[src/rtl/des_key_sched_dir.sv]
// Iterative DES key schedule: emits K1..K16 (encrypt) or K16..K1 (decrypt),
// one subkey per valid/ready handshake, from a single 64-bit key.
module des_key_sched_dir (
  input  logic        clk,
  input  logic        rst,
  input  logic        start,
  input  logic        mode,
  input  logic [63:0] key,
  output logic [47:0] subkey,
  output logic        subkey_valid,
  input  logic        subkey_ready,
  output logic [3:0]  round,
  output logic        last,
  output logic        busy
);

  localparam logic [0:0] IDLE = 1'b0;
  localparam logic [0:0] RUN  = 1'b1;

  // Tables use DES 1-based bit numbers; bit 1 is the MSB of the source vector.
  localparam logic [5:0] PC1_TAB [56] = '{
    6'd57, 6'd49, 6'd41, 6'd33, 6'd25, 6'd17, 6'd9,
    6'd1,  6'd58, 6'd50, 6'd42, 6'd34, 6'd26, 6'd18,
    6'd10, 6'd2,  6'd59, 6'd51, 6'd43, 6'd35, 6'd27,
    6'd19, 6'd11, 6'd3,  6'd60, 6'd52, 6'd44, 6'd36,
    6'd63, 6'd55, 6'd47, 6'd39, 6'd31, 6'd23, 6'd15,
    6'd7,  6'd62, 6'd54, 6'd46, 6'd38, 6'd30, 6'd22,
    6'd14, 6'd6,  6'd61, 6'd53, 6'd45, 6'd37, 6'd29,
    6'd21, 6'd13, 6'd5,  6'd28, 6'd20, 6'd12, 6'd4
  };

  localparam logic [5:0] PC2_TAB [48] = '{
    6'd14, 6'd17, 6'd11, 6'd24, 6'd1,  6'd5,
    6'd3,  6'd28, 6'd15, 6'd6,  6'd21, 6'd10,
    6'd23, 6'd19, 6'd12, 6'd4,  6'd26, 6'd8,
    6'd16, 6'd7,  6'd27, 6'd20, 6'd13, 6'd2,
    6'd41, 6'd52, 6'd31, 6'd37, 6'd47, 6'd55,
    6'd30, 6'd40, 6'd51, 6'd45, 6'd33, 6'd48,
    6'd44, 6'd49, 6'd39, 6'd56, 6'd34, 6'd53,
    6'd46, 6'd42, 6'd50, 6'd36, 6'd29, 6'd32
  };

  function automatic logic [55:0] pc1(input logic [63:0] k);
    logic [55:0] r;
    r = 56'd0;
    for (int i = 0; i < 56; i++) begin
      r[55-i] = k[6'd63 - PC1_TAB[i] + 6'd1];
    end
    return r;
  endfunction

  function automatic logic [47:0] pc2(input logic [55:0] cd);
    logic [47:0] r;
    r = 48'd0;
    for (int i = 0; i < 48; i++) begin
      r[47-i] = cd[6'd56 - PC2_TAB[i]];
    end
    return r;
  endfunction

  // Rounds 1, 2, 9 and 16 shift by one; all others by two.
  function automatic logic shift_is_one(input logic [4:0] r);
    case (r)
      5'd1, 5'd2, 5'd9, 5'd16: shift_is_one = 1'b1;
      default:                 shift_is_one = 1'b0;
    endcase
  endfunction

  function automatic logic [27:0] rot(input logic [27:0] x, input logic right, input logic one);
    case ({right, one})
      2'b01:   rot = {x[26:0], x[27]};
      2'b00:   rot = {x[25:0], x[27:26]};
      2'b11:   rot = {x[0], x[27:1]};
      2'b10:   rot = {x[1:0], x[27:2]};
      default: rot = x;
    endcase
  endfunction

  logic [0:0]  fsm_q, fsm_d;
  logic [27:0] c_q, c_d, d_q, d_d;
  logic [3:0]  cnt_q, cnt_d;
  logic        dir_q, dir_d;
  logic [55:0] pc1_cd;
  logic        one_step;

  assign pc1_cd = pc1(key);
  // Encrypt advances to round cnt+2; decrypt steps back from round 16-cnt.
  assign one_step = dir_q ? shift_is_one(5'd16 - {1'b0, cnt_q})
                          : shift_is_one({1'b0, cnt_q} + 5'd2);

  // Next-state: load on start in IDLE, rotate one round per handshake in RUN.
  always_comb begin
    fsm_d = fsm_q;
    c_d   = c_q;
    d_d   = d_q;
    cnt_d = cnt_q;
    dir_d = dir_q;
    if (fsm_q == IDLE) begin
      if (start) begin
        fsm_d = RUN;
        cnt_d = 4'd0;
        dir_d = mode;
        if (mode) begin
          c_d = pc1_cd[55:28];
          d_d = pc1_cd[27:0];
        end else begin
          c_d = rot(pc1_cd[55:28], 1'b0, 1'b1);
          d_d = rot(pc1_cd[27:0], 1'b0, 1'b1);
        end
      end else begin
        fsm_d = IDLE;
      end
    end else begin
      if (subkey_ready) begin
        if (cnt_q == 4'd15) begin
          fsm_d = IDLE;
        end else begin
          cnt_d = cnt_q + 4'd1;
          c_d   = rot(c_q, dir_q, one_step);
          d_d   = rot(d_q, dir_q, one_step);
        end
      end else begin
        fsm_d = RUN;
      end
    end
  end

  // State registers with synchronous reset.
  always_ff @(posedge clk) begin
    if (rst) begin
      fsm_q <= IDLE;
      c_q   <= 28'd0;
      d_q   <= 28'd0;
      cnt_q <= 4'd0;
      dir_q <= 1'b0;
    end else begin
      fsm_q <= fsm_d;
      c_q   <= c_d;
      d_q   <= d_d;
      cnt_q <= cnt_d;
      dir_q <= dir_d;
    end
  end

  assign subkey       = pc2({c_q, d_q});
  assign subkey_valid = (fsm_q == RUN);
  assign busy         = (fsm_q == RUN);
  assign last         = (fsm_q == RUN) && (cnt_q == 4'd15);
  assign round        = dir_q ? (4'd15 - cnt_q) : cnt_q;

endmodule

[config.mk]
export PLATFORM = sky130hd
export DESIGN_NAME = des_key_sched_dir
export DESIGN_NICKNAME = d
export VERILOG_FILES = /design/src/rtl/des_key_sched_dir.sv
export SDC_FILE = /design/constraint.sdc
export NUM_CORES = 1
export LEC_CHECK = 0
export BUFFER_PORTS_ARGS = -buffer_cell sky130_fd_sc_hd__buf_4
export CAP_MARGIN = 20
export CORE_MARGIN = 5
export CORE_UTILIZATION = 61
export CTS_BUF_LIST = sky130_fd_sc_hd__clkbuf_4 sky130_fd_sc_hd__clkbuf_8
export DETAILED_ROUTE_END_ITERATION = 8
export PLACE_DENSITY = 0.95
export SLEW_MARGIN = 20
export SYNTH_ARGS = -nofsm -noshare
export SYNTH_HDL_FRONTEND = slang
export SYNTH_SLANG_ARGS = --single-unit
[constraint.sdc]
create_clock -name clk -period 5.6 [get_ports clk]
set_input_delay 0 -clock clk [delete_from_list [all_inputs] [get_ports clk]]
set_output_delay 0 -clock clk [all_outputs]
set_load 0.02 [all_outputs]
* Word-level counts from Yosys, hierarchy flattened *
Index checks and enable logic that the tools add are counted.

operators by class
  $add $sub $neg = 4
  $mul = 0
  div/mod/pow operators = 0
  $lt $le $gt $ge = 0
  equal/unequal tests = 14
  shift-type cells = 0
  mux-type cells = 24
  bitwise operators = 1
  reductions and logical operators = 7

operator list
  kind                 number
  $mux 28              10
  $pmux 28 s4          2
  $mux 4               5
  $eq 5x1->1 const B   2
  $eq 5x2->1 const B   2
  $eq 5x4->1 const B   2
  $eq 5x5->1 const B   2
  $reduce_or 4->1      2
  $mux 1               7
  $add 4x2->5 const B  1
  $sub 5x4->5 const A  1
  $add 4x1->4 const B  1
  $eq 2x2->1 const B   2
  $eq 4x4->1 const B   1
  $ne 2x2->1 const B   2
  $sub 4x4->4 const A  1
  $reduce_and 3->1     1
  $eq 2x1->1 const B   1
  $logic_not 2->1      1
  $reduce_and 2->1     1
  $reduce_bool 2->1    1
  $logic_and 1x1->1    1
  $not 1->1            1

word-level totals
  bits in registers = 62
  bits in latches = 0
  bits in writable memories = 0
  memory bits (read-only) = 0
  input port bits = 69
  word-level logic and storage cells = 55
  memories = 0

* Logic depth before layout (Yosys ltp) *
Gate-level depths: netlist of the first run.

  depth in word-level cells = 10
  mapped depth = 10
  depth with buffers taken out = 7

* Least setup slack after synthesis of the first run *
Ideal clock, no wire load.

  path kind = register -> register
  from = reg cnt_q[1]
  to = reg c_q[0]
  library setup time = 92 ps
  arrival = 2,093 ps
  required time = 5,508 ps
  slack = 3,414 ps
  cell stages (with the launch flop) = 10
  path buffers = 2
  period minus slack after synthesis = 2,186 ps
  cell sequence = dfxtp_1 inv_1 ha_1 a21boi_1 o211ai_4 a21oi_2 a211o_1 buf_6 buf_8 o32ai_1

between the ends
  word-level cells in the longest chain between the ends = 10
  elaborated cells between the ends (all ways) = 26

ends and longest elaborated chain
  what                                        RTL line  RTL
  start: declaration                          81        logic [3:0] cnt_q, cnt_d;
  start signal: assignment                    140       cnt_q <= cnt_d;
  $sub 5x4->5 or $add 4x2->5 (tied branches)  88, 89
  $eq 5x1->1, or another cell as far along    63        case (r)
  $reduce_or 4->1                             63
  $mux 1                                      63
  $mux 1                                      88        assign one_step = dir_q ? shift_is_one(5'd16 - {1'b0, cnt_q})
  $eq 2x2->1, or another cell as far along    70        case ({right, one})
  $pmux 28 s4                                 70
  $mux 28                                     115       if (cnt_q == 4'd15) begin
  $mux 28                                     114       if (subkey_ready) begin
  $mux 28                                     98        if (fsm_q == IDLE) begin
  end signal: assignment                      132       c_q <= 28'd0;
  end signal: assignment                      138       c_q <= c_d;
  end: declaration                            80        logic [27:0] c_q, c_d, d_q, d_d;

Parallel ways exist; a longest one is shown, timed or not. The select of a mux whose other input is x is not followed.
A chain may end at the register's enable or synchronous reset.

* Worst setup path after layout of the first run *
  from = reg cnt_q[1]
  to = reg d_q[27]

between the ends
  word-level cells in the longest chain between the ends = 10
  elaborated cells between the ends (all ways) = 26

ends and longest elaborated chain
  what                                        RTL line  RTL
  $sub 5x4->5 or $add 4x2->5 (tied branches)  88, 89
  $eq 5x1->1, or another cell as far along    63
  $reduce_or 4->1                             63
  $mux 1                                      63
  $mux 1                                      88
  $eq 2x2->1, or another cell as far along    70
  $pmux 28 s4                                 70
  $mux 28                                     115
  $mux 28                                     114
  $mux 28                                     98
  end signal: assignment                      133       d_q <= 28'd0;
  end signal: assignment                      139       d_q <= d_d;
  end: declaration                            80

Parallel ways exist; a longest one is shown, timed or not. The select of a mux whose other input is x is not followed.

==> results of run 1 <==
[critical path: stages, from the launching register on]
cell and delay (ns):
dfxtp_1 0.52, inv_1 0.14, ha_1 0.28, o31ai_1 0.26, o32a_2 0.79, buf_4 0.56, mux2i_1 0.16, o32ai_1 0.32
[kinds of logic after synthesis]
group | after synthesis | share of synthesized area (%)
multiplexers | 112 | 21.3
adder cells (fa/ha/maj) | 6 | 1.40
XOR/XNOR | 6 | 0.983
AO/OA/AOI/OAI | 136 | 22.1
flip-flops | 62 | 23.2
AND/OR/NAND/NOR | 188 | 16.9
buffers and inverters | 116 | 14.1
[how the worst min path moves through the flow]
stage	from	end	slack, ns	depth (start not counted)
final	key[38]	c_q[16]	0.08	4
after global routing	key[62]	c_q[13]	0.09	4
after CTS	key[38]	c_q[16]	0.07	4
after detailed placement	subkey_ready	busy	0.20	2
after global placement	subkey_ready	busy	0.20	2
after floorplan	subkey_ready	busy	0.1	1
[synthesized netlist by cell type, types with 2 or more instances]
| library cell | number |
|---|---|
| nor2_1 | 100 |
| mux2i_1 | 98 |
| dfxtp_1 | 62 |
| buf_4 | 58 |
| nand2b_1 | 53 |
| o32ai_1 | 51 |
| a221oi_1 | 36 |
| clkbuf_1 | 29 |
| a222oi_1 | 14 |
| mux2_2 | 14 |
| nand2_1 | 14 |
| buf_2 | 10 |
| a21oi_1 | 9 |
| inv_1 | 9 |
| ha_1 | 6 |
| o21ai_0 | 6 |
| a21o_1 | 5 |
| buf_8 | 5 |
| buf_6 | 4 |
| xor2_1 | 4 |
| a211oi_1 | 3 |
| a311oi_1 | 3 |
| nor3_1 | 3 |
| nor4b_1 | 3 |
| or2_2 | 3 |
| and3_1 | 2 |
| and3_4 | 2 |
| nand3_1 | 2 |
| nor4_1 | 2 |
| xnor2_1 | 2 |
[where the power goes]
part	internal, uW	switching, uW
sequential	474	53.1
clock	230	187
combinational	206	239
[cell type report]
class | count | area share (%)
Tap cell | 108 | 2.27
Timing Repair Buffer | 125 | 16.1
Multi-Input combinational cell | 448 | 56.6
Clock inverter | 5 | 0.947
Sequential cell | 62 | 20.9
Clock buffer | 11 | 2.55
Inverter | 9 | 0.568
[flip-flops by register name, indices dropped and copies added, names as in the netlist]
| signal | count |
|---|---|
| c_q | 28 |
| cnt_q | 4 |
| dir_q | 1 |
| d_q | 28 |
| busy | 1 |
[what timing repair did]
item / 4_1_cts / 5_1_grt
hold buffers: 2 / 0
gates resized for setup: 0 / 0
endpoints found under the hold margin: 1 / 0
[cell usage in the layout (no fill, tap or decap), drive strengths merged, types with 2 or more instances in the layout]
cell         count
a221oi          36
a222oi          14
dfxtp           62
nor4b            3
nor3             3
mux2            14
buf            123
a311oi           3
nor4             2
nand2b          53
nand3            2
dlygate4sd3      2
a211oi           3
mux2i           98
nor2           100
xor2             4
o32ai           51
clkbuf          11
and3             4
ha               6
nand2           14
a21oi           10
o21ai            6
inv             10
a21o             5
clkinv           2
or2              4
xnor2            2
[per-stage QoR]
stage          worst slack [ns]  hold WS (ns)  util, %  total power, uW
2_1_floorplan              3.41        0.0956        -              869
3_3_place_gp               2.54         0.201     65.9              953
3_5_place_dp               2.39         0.202     65.9              969
4_1_cts                    2.38        0.0737     68.5             1380
5_1_grt                    2.25        0.0927     68.8             1440
6_report                   2.46        0.0751     68.8             1390
[routing by layer]
layer | vias to the layer above | wire [um]
met4 | 0 | 395
li1 | 2349 | -
met2 | 318 | 7070
met5 | - | 0
met3 | 40 | 1170
met1 | 2448 | 5990
==> summary.txt, run 1 <==
Worst setup path
  – Worst EP required: 5.84 ns
  – RR Endpoint: d_q[27]
  – Register-to-Register Path Depth: 7
  – Crit path to: d_q[27]
  – Max FO, Critical Path: 29
  – Reg2reg start: cnt_q[1]
  – CP endpoint kind: flop
  – Crit Path Category: flop to flop
  – Crit path DAT: 3.38 ns
  – CP Launch Point: cnt_q[1]
  – Crit path launch type: flop
  – R2R setup slack: 2.46 ns

Global routing
  – GR Util met1: 33.3%
  – Largest net degree at the start of global routing: 116
  – Vias in the first global route: 4,741
  – Met3 Usage GRT: 3.48%
  – Most Crowded Layer GR: met2
  – Grt total ovfl: 0
  – GRT met2 Usage: 40.6%
  – First-pass GRT wire length: 23.4 mm
  – Initial antenna violation count: 0
  – Total track usage: 24.9%

STA
  – Slew @ Worst Pin: 0.941 ns
  – Fin crit share: 56.0%
  – Setup Skew: 0.00998 ns
  – Setup_tns: 0 ns
  – Slew headroom: 36.6%
  – RSZ-0062 raised after global routing: no
  – Final min period: 3.14 ns
  – Setup violators final: 0
  – Max frequency: 0.319 GHz
  – Fin. Hold Viols: 0
  – Slew Viols, Final: 0

Floorplan
  – Die W: 104 um
  – Boundary Pins: 124
  – Die Y: 104 um
  – Num rows: 34
  – Die area: 10,700 um2
  – Core box area: 8640 um2
  – Initial Util: 61.9%

Final layout
  – Share of layout cells above drive strength 1: 25.3%
  – Area Growth Syn to Fin: 11.1%
  – Non-Filler Instances: 768
  – Reg area: 1240 um2
  – Fin area: 5940 um2
  – Diode count: 0
  – Fillcell total: 665
  – Final nets: 730
  – Multi-input logic area: 3370 um2

CTS
  – Clock Path Buffers: 2
  – CTS Buf Count: 9
  – H-Tree Depth: 3
  – Clock Sinks: 62
  – Worst-Skew Late Latency: 0.34 ns
  – Post-CTS Setup Repair Bufs: 0
  – CTS clk-pin slew, worst paths: 0.08 ns
  – CTS tree: done
  – Root buf cell: clkbuf_8

Routing
  – Routed Antenna Nets: 0
  – First-pass DRT Iterations: 8
  – Number of remaining DRC errors: 0
  – Routed len/inst: 19.0 um
  – Vias per cell: 6.71
  – Via count: 5,155
  – Final WL: 14.6 mm
  – 1st-iter DRT viols: 617

Synthesis
  – Top FF cell, synth: dfxtp_1
  – Top cell type's share of synthesized area: 23.2%
  – Syn_area_per_cell: 8.54 um2
  – Synth area leader: dfxtp_1
  – Yosys reg bits: 62
  – Post-Syn Instances: 626
  – Post-Syn Area: 5350 um2
  – Post-synthesis async set-or-reset flop share: 0%
  – Top post-synthesis cells by area: dfxtp_1 23%, mux2i_1 18%, o32ai_1 8.4%, buf_4 8.1%, nor2_1 7.0%
  – Post-Synthesis Net Count: 701
  – Post-synth EDFFs: 0
  – Seq/Total Area, Yosys: 23.2%
  – Number of library cell types mapped by synthesis: 44
  – Synth Warn #: 0

Min path
  – Min-Delay Path Class: input pin to flop

Power
  – Leak pwr: 0.00254 uW
  – Worst VDD drop: 0.000122 V
  – Power Dens Cells: 234 nW/um2

Run
  – Max-cap violations: 0

Placed design
  – Placed instance area: 5690 um2
  – Buffers on Ports: 115
  – Cell count after placement: 748
  – DP HPWL: 9.73 mm
  – GP Congestion: 0.822

Outcome
  – Status: finished, final reports clean
Power figures use the tool's default switching activity.
==> run 2: changes to the inputs <==
--- a/config.mk
+++ b/config.mk
@@ -8,10 +8,10 @@
 export BUFFER_PORTS_ARGS = -buffer_cell sky130_fd_sc_hd__buf_4
 export CAP_MARGIN = 20
 export CORE_MARGIN = 5
-export CORE_UTILIZATION = 61
+export CORE_UTILIZATION = 51
 export CTS_BUF_LIST = sky130_fd_sc_hd__clkbuf_4 sky130_fd_sc_hd__clkbuf_8
 export DETAILED_ROUTE_END_ITERATION = 8
-export PLACE_DENSITY = 0.95
+export PLACE_DENSITY = 0.9
 export SLEW_MARGIN = 20
 export SYNTH_ARGS = -nofsm -noshare
 export SYNTH_HDL_FRONTEND = slang
==> constraint.sdc (replaced) <==
create_clock -name clk -period 2.71 [get_ports clk]
set_input_delay 0 -clock clk [delete_from_list [all_inputs] [get_ports clk]]
set_output_delay 0 -clock clk [all_outputs]
set_load 0.02 [all_outputs]
==> summary.txt, run 2 (same netlist as run 1, synthesis figures left out) <==
Final layout
  – Final Util: 58.4%
  – Commonest non-fill, non-tap cell in the layout: buf_4
  – Most frequent cells in the layout: 129 x buf_4, 99 x nor2_1, 98 x mux2i_1, 60 x dfxtp_1, 53 x nand2b_1
  – Final nets: 737
  – Share of layout cells above drive strength 1: 26.0%
  – Area Growth Syn to Fin: 12.2%
  – Regs by FF count: c_q x28, d_q x28, cnt_q x4
  – Fillcell total: 878
  – Diode count: 0

STA
  – Setup violators final: 0
  – Max frequency: 0.401 GHz
  – Slew @ Worst Pin: 0.755 ns
  – Setup Skew: 0.00738 ns
  – Slew headroom: 49.7%
  – Slew Viols, Final: 0
  – RSZ-0062 raised after global routing: no
  – Setup_tns: 0 ns
  – Final min period: 2.50 ns
  – Fin crit share: 92.1%
  – Fin. Hold Viols: 0

Worst setup path
  – Crit path DAT: 2.73 ns
  – Buf+Inv Stages, Crit Path: 2
  – Worst EP required: 2.94 ns
  – Crit Path Category: flop to flop
  – CP endpoint kind: flop
  – Crit-path cells: inv_1, ha_1, a21boi_1, o211ai_4, a21oi_2, a211o_1, buf_4, o32ai_1
  – Slowest stage delay, CP: 0.46 ns
  – CP max stage cell: dfxtp_1
  – Crit path launch type: flop
  – CP top delay family: compound AO/OA/AOI/OAI gates
  – Max FO, Critical Path: 34

Floorplan
  – Die W: 112 um
  – Die area: 12,600 um2
  – Initial Util: 52.0%
  – Die Y: 112 um
  – Num rows: 37
  – Core box area: 10,300 um2
  – Boundary Pins: 124

CTS
  – Root buf cell: clkbuf_8
  – Clock Sinks: 62
  – CTS clk-pin slew, worst paths: 0.07 ns
  – Worst-Skew Late Latency: 0.35 ns
  – H-Tree Depth: 3
  – Clock Path Buffers: 2
  – Post-CTS Setup Repair Bufs: 0
  – CTS Buf Count: 9
  – CTS tree: done

Global routing
  – Grt total ovfl: 0
  – Vias in the first global route: 4,778
  – Largest net degree at the start of global routing: 64
  – Initial antenna violation count: 0
  – Total track usage: 22.8%
  – First-pass GRT wire length: 24.3 mm

Run
  – Max-cap violations: 0

Placed design
  – Buffers on Ports: 115
  – DP HPWL: 10.2 mm
  – GP Congestion: 0.840

Routing
  – Number of remaining DRC errors: 5
  – Routed Antenna Nets: 0
  – 1st-iter DRT viols: 549
  – Final WL: 14.8 mm
  – Routed len/inst: 18.5 um
  – Via count: 5,071
  – Vias per cell: 6.32
  – First-pass DRT Iterations: 9

Min path
  – Min-Delay Path Class: input pin to flop

Power
  – Leak pwr: 0.00257 uW
  – Worst VDD drop: 0.000217 V
  – Power Dens Cells: 465 nW/um2

Outcome
  – Failing checks: design-rule violations
  – Status: finished, violations left
[run 2: cell types whose count changed in the layout (fill, tap and decap cells not counted), sizes merged]
cell	previous run	this run
clkinvlp	1	0
bufinv	1	0
buf	123	130
clkbuf	11	14
inv	10	9
clkinv	2	1
[run 2: area by class of cell]
class | instances | area (um2) | share of cell area [%]
clock buffers | 14 | 174 | 2.90
flip-flops and latches | 62 | 1250 | 20.8
multi-input cells | 448 | 3360 | 56.0
repair buffers | 132 | 1010 | 16.8
inverters | 9 | 33.8 | 0.563
clock inverters | 1 | 5.00 | 0.0834
well taps | 136 | 170 | 2.84
[run 2: worst register-to-register path, delay by kind of cell (launching register included)]
family	cells	cell delay (ns)
flip-flops	1	0.46
AO/OA/AOI/OAI	5	1.26
buffers and inverters	2	0.37
adder cells (fa/ha/maj)	1	0.29
[run 2: where the power goes]
part	switching [uW]	internal, uW	total, uW
registers	108	980	1090
clock network	362	407	769
logic	496	435	931
total	965	1820	2790
[run 2: repair_timing]
action,4_1_cts,5_1_grt
endpoints found under the hold margin,1,0
setup endpoints to repair,0,3
hold buffers,2,0
gates resized for setup,0,1
[run 2: path summary, 6_finish.rpt]
path                            startpoint        to  slack [ns]  cells past startpoint
worst min-delay path               key[59]    d_q[5]        0.07                      5
worst min register to register    cnt_q[1]  cnt_q[1]        0.56                      2
worst max-delay path              cnt_q[0]   c_q[13]        0.21                      8
worst max register to register    cnt_q[0]   c_q[13]        0.21                      8
[run 2: routing by layer]
metal  part of all wire, %  routed length [um]  global-route usage [%]
met5                     0                   0                       0
met3                   7.9                1170                    3.67
met1                    41                6130                    29.8
met2                    47                7010                    36.2
met4                   3.3                 489                    11.6
[run 2: metrics by stage]
stage	instance area, um2	hold slack (ns)	setup slack [ns]	instances	power [uW]
2_1_floorplan	5350	0.0956	0.524	626	1800
3_3_place_gp	5800	0.191	0.362	785	1990
3_5_place_dp	5800	0.199	0.199	785	2020
4_1_cts	6000	0.0663	0.174	802	2780
5_1_grt	6000	0.0995	0.0726	802	2910
6_report	6000	0.0716	0.213	802	2790
==> run 3: changes to the inputs <==
==> constraint.sdc (replaced) <==
create_clock -name clk -period 2.2 [get_ports clk]
set_input_delay 0 -clock clk [delete_from_list [all_inputs] [get_ports clk]]
set_output_delay 0 -clock clk [all_outputs]
set_load 0.02 [all_outputs]
==> summary.txt, run 3 (same netlist as run 1, synthesis figures left out) <==
CTS
  – CTS Buf Count: 9
  – Clock Sinks: 62
  – Clock Path Buffers: 2
  – CTS clk-pin slew, worst paths: 0.07 ns
  – CTS tree: done
  – Root buf cell: clkbuf_8
  – H-Tree Depth: 3
  – Worst-Skew Late Latency: 0.34 ns

Routing
  – Met1 wire length: 6.41 mm
  – Routed len/inst: 19.6 um
  – First-pass DRT Iterations: 7
  – Final WL: 15.9 mm
  – Number of remaining DRC errors: 0
  – Met3 routed WL: 1.25 mm
  – Vias per cell: 6.47
  – Routed Antenna Nets: 0
  – 1st-iter DRT viols: 552
  – Via count: 5,252
  – Top routing layer used: met4
  – Met2 wire length: 7.63 mm

Worst setup path
  – Crit path launch type: flop
  – Register-to-Register Path Depth: 8
  – Slowest stage delay, CP: 0.42 ns
  – Worst EP required: 2.41 ns
  – CP max stage cell: o32a_2
  – Crit-path cells: inv_1, ha_1, nand2b_1, and3_1, o32a_2, buf_12, mux2i_1, o32ai_1
  – Crit path DAT: 2.49 ns
  – Crit Path Category: flop to flop
  – Max FO, Critical Path: 28
  – CP endpoint kind: flop

Placed design
  – Buffers on Ports: 115
  – Dpl ws: -0.0182 ns
  – GP Congestion: 0.859
  – Cell count after placement: 793
  – DP HPWL: 10.3 mm
  – Placed instance area: 5920 um2

Floorplan
  – Boundary Pins: 124
  – Initial Util: 52.0%
  – Num rows: 37
  – Die W: 112 um
  – Die Y: 112 um
  – Core box area: 10,300 um2
  – Die area: 12,600 um2

Final layout
  – Diode count: 0
  – Area Growth Syn to Fin: 17.7%
  – Fillcell total: 815
  – Share of layout cells above drive strength 1: 30.0%
  – Most frequent cells in the layout: 129 x buf_4, 99 x nor2_1, 98 x mux2i_1, 59 x dfxtp_1, 53 x nand2b_1
  – Final nets: 747
  – Fin area: 6290 um2
  – Regs by FF count: c_q x28, d_q x28, cnt_q x4
  – Commonest non-fill, non-tap cell in the layout: buf_4
  – Non-Filler Instances: 812

Min path
  – Hold path cells: 5
  – Min-Delay Path Class: input pin to flop

STA
  – Slew Viols, Final: 0
  – Setup Skew: 0.00732 ns
  – Setup violators final: 1
  – Final hold slack: 0.0654 ns
  – RSZ-0062 raised after global routing: yes
  – Slew headroom: 50.9%
  – Slew @ Worst Pin: 0.737 ns
  – Final min period: 2.28 ns
  – Worst Slack Setup Final: -0.0840 ns
  – Fin crit share: 104%
  – Max frequency: 0.438 GHz
  – Fin. Hold Viols: 0
  – Setup_tns: -0.0840 ns

Global routing
  – Initial antenna violation count: 0
  – Vias in the first global route: 4,919
  – First-pass GRT wire length: 24.5 mm
  – Largest net degree at the start of global routing: 64
  – Grt total ovfl: 0
  – Total track usage: 22.9%

Run
  – Max-cap violations: 0

Power
  – Power Dens Cells: 570 nW/um2
  – Worst VDD drop: 0.000377 V
  – Leak pwr: 0.00269 uW

Outcome
  – Failing checks: negative setup slack
  – Status: finished, violations left
## run 3: area by class of cell
cell class | count | area, um2 | area share [%]
repair buffers | 142 | 1180 | 18.7
multi-input cells | 448 | 3470 | 55.2
clock buffers | 10 | 138 | 2.19
inverters | 9 | 33.8 | 0.537
well taps | 136 | 170 | 2.70
clock inverters | 5 | 50.0 | 0.795
flip-flops and latches | 62 | 1250 | 19.9
## run 3: metal layers
metal	GRT usage, %	vias to the layer above
li1	-	2387
met1	29.3	2479
met5	0	-
met3	4.26	67
met2	37.9	319
met4	9.54	0
## run 3: path summary, 6_finish.rpt
path | startpoint | to | slack (ns)
worst min-delay path | key[55] | c_q[22] | 0.07
worst min register to register | cnt_q[1] | cnt_q[1] | 0.53
worst max register to register | cnt_q[2] | c_q[1] | -0.08
worst max-delay path | cnt_q[2] | c_q[1] | -0.08
## run 3: worst max-delay path: cells and delay by family, from the launching register on
family,cells,cell delay [ns]
buffers and inverters,2,0.34
muxes,1,0.15
adders and majority gates,1,0.16
and+or+nand+nor,2,0.28
AOI/OAI and AO/OA,2,0.84
DFF,1,0.37
## run 3: repair_timing
item / CTS / global route
hold endpoints to repair: 1 / 0
pin swaps: 0 / 10
buffers inserted: 0 / 2
cloned: 0 / 1
hold buffers: 2 / 0
setup endpoints to repair: 21 / 56
resized for setup: 3 / 24
## run 3: power by group
part           internal (uW)  total [uW]  leakage (uW)  switching (uW)
clock network            540        1010      0.000102             472
logic                    582        1240       0.00208             658
registers               1210        1340      0.000511             132
total                   2330        3590       0.00269            1260
## run 3: metrics by stage
stage | total power (uW) | util (%)
after floorplan | 2210 | -
after global placement | 2480 | 57.6
after detailed placement | 2520 | 57.6
after CTS | 3510 | 59.8
after global routing | 3720 | 61.2
final | 3590 | 61.2
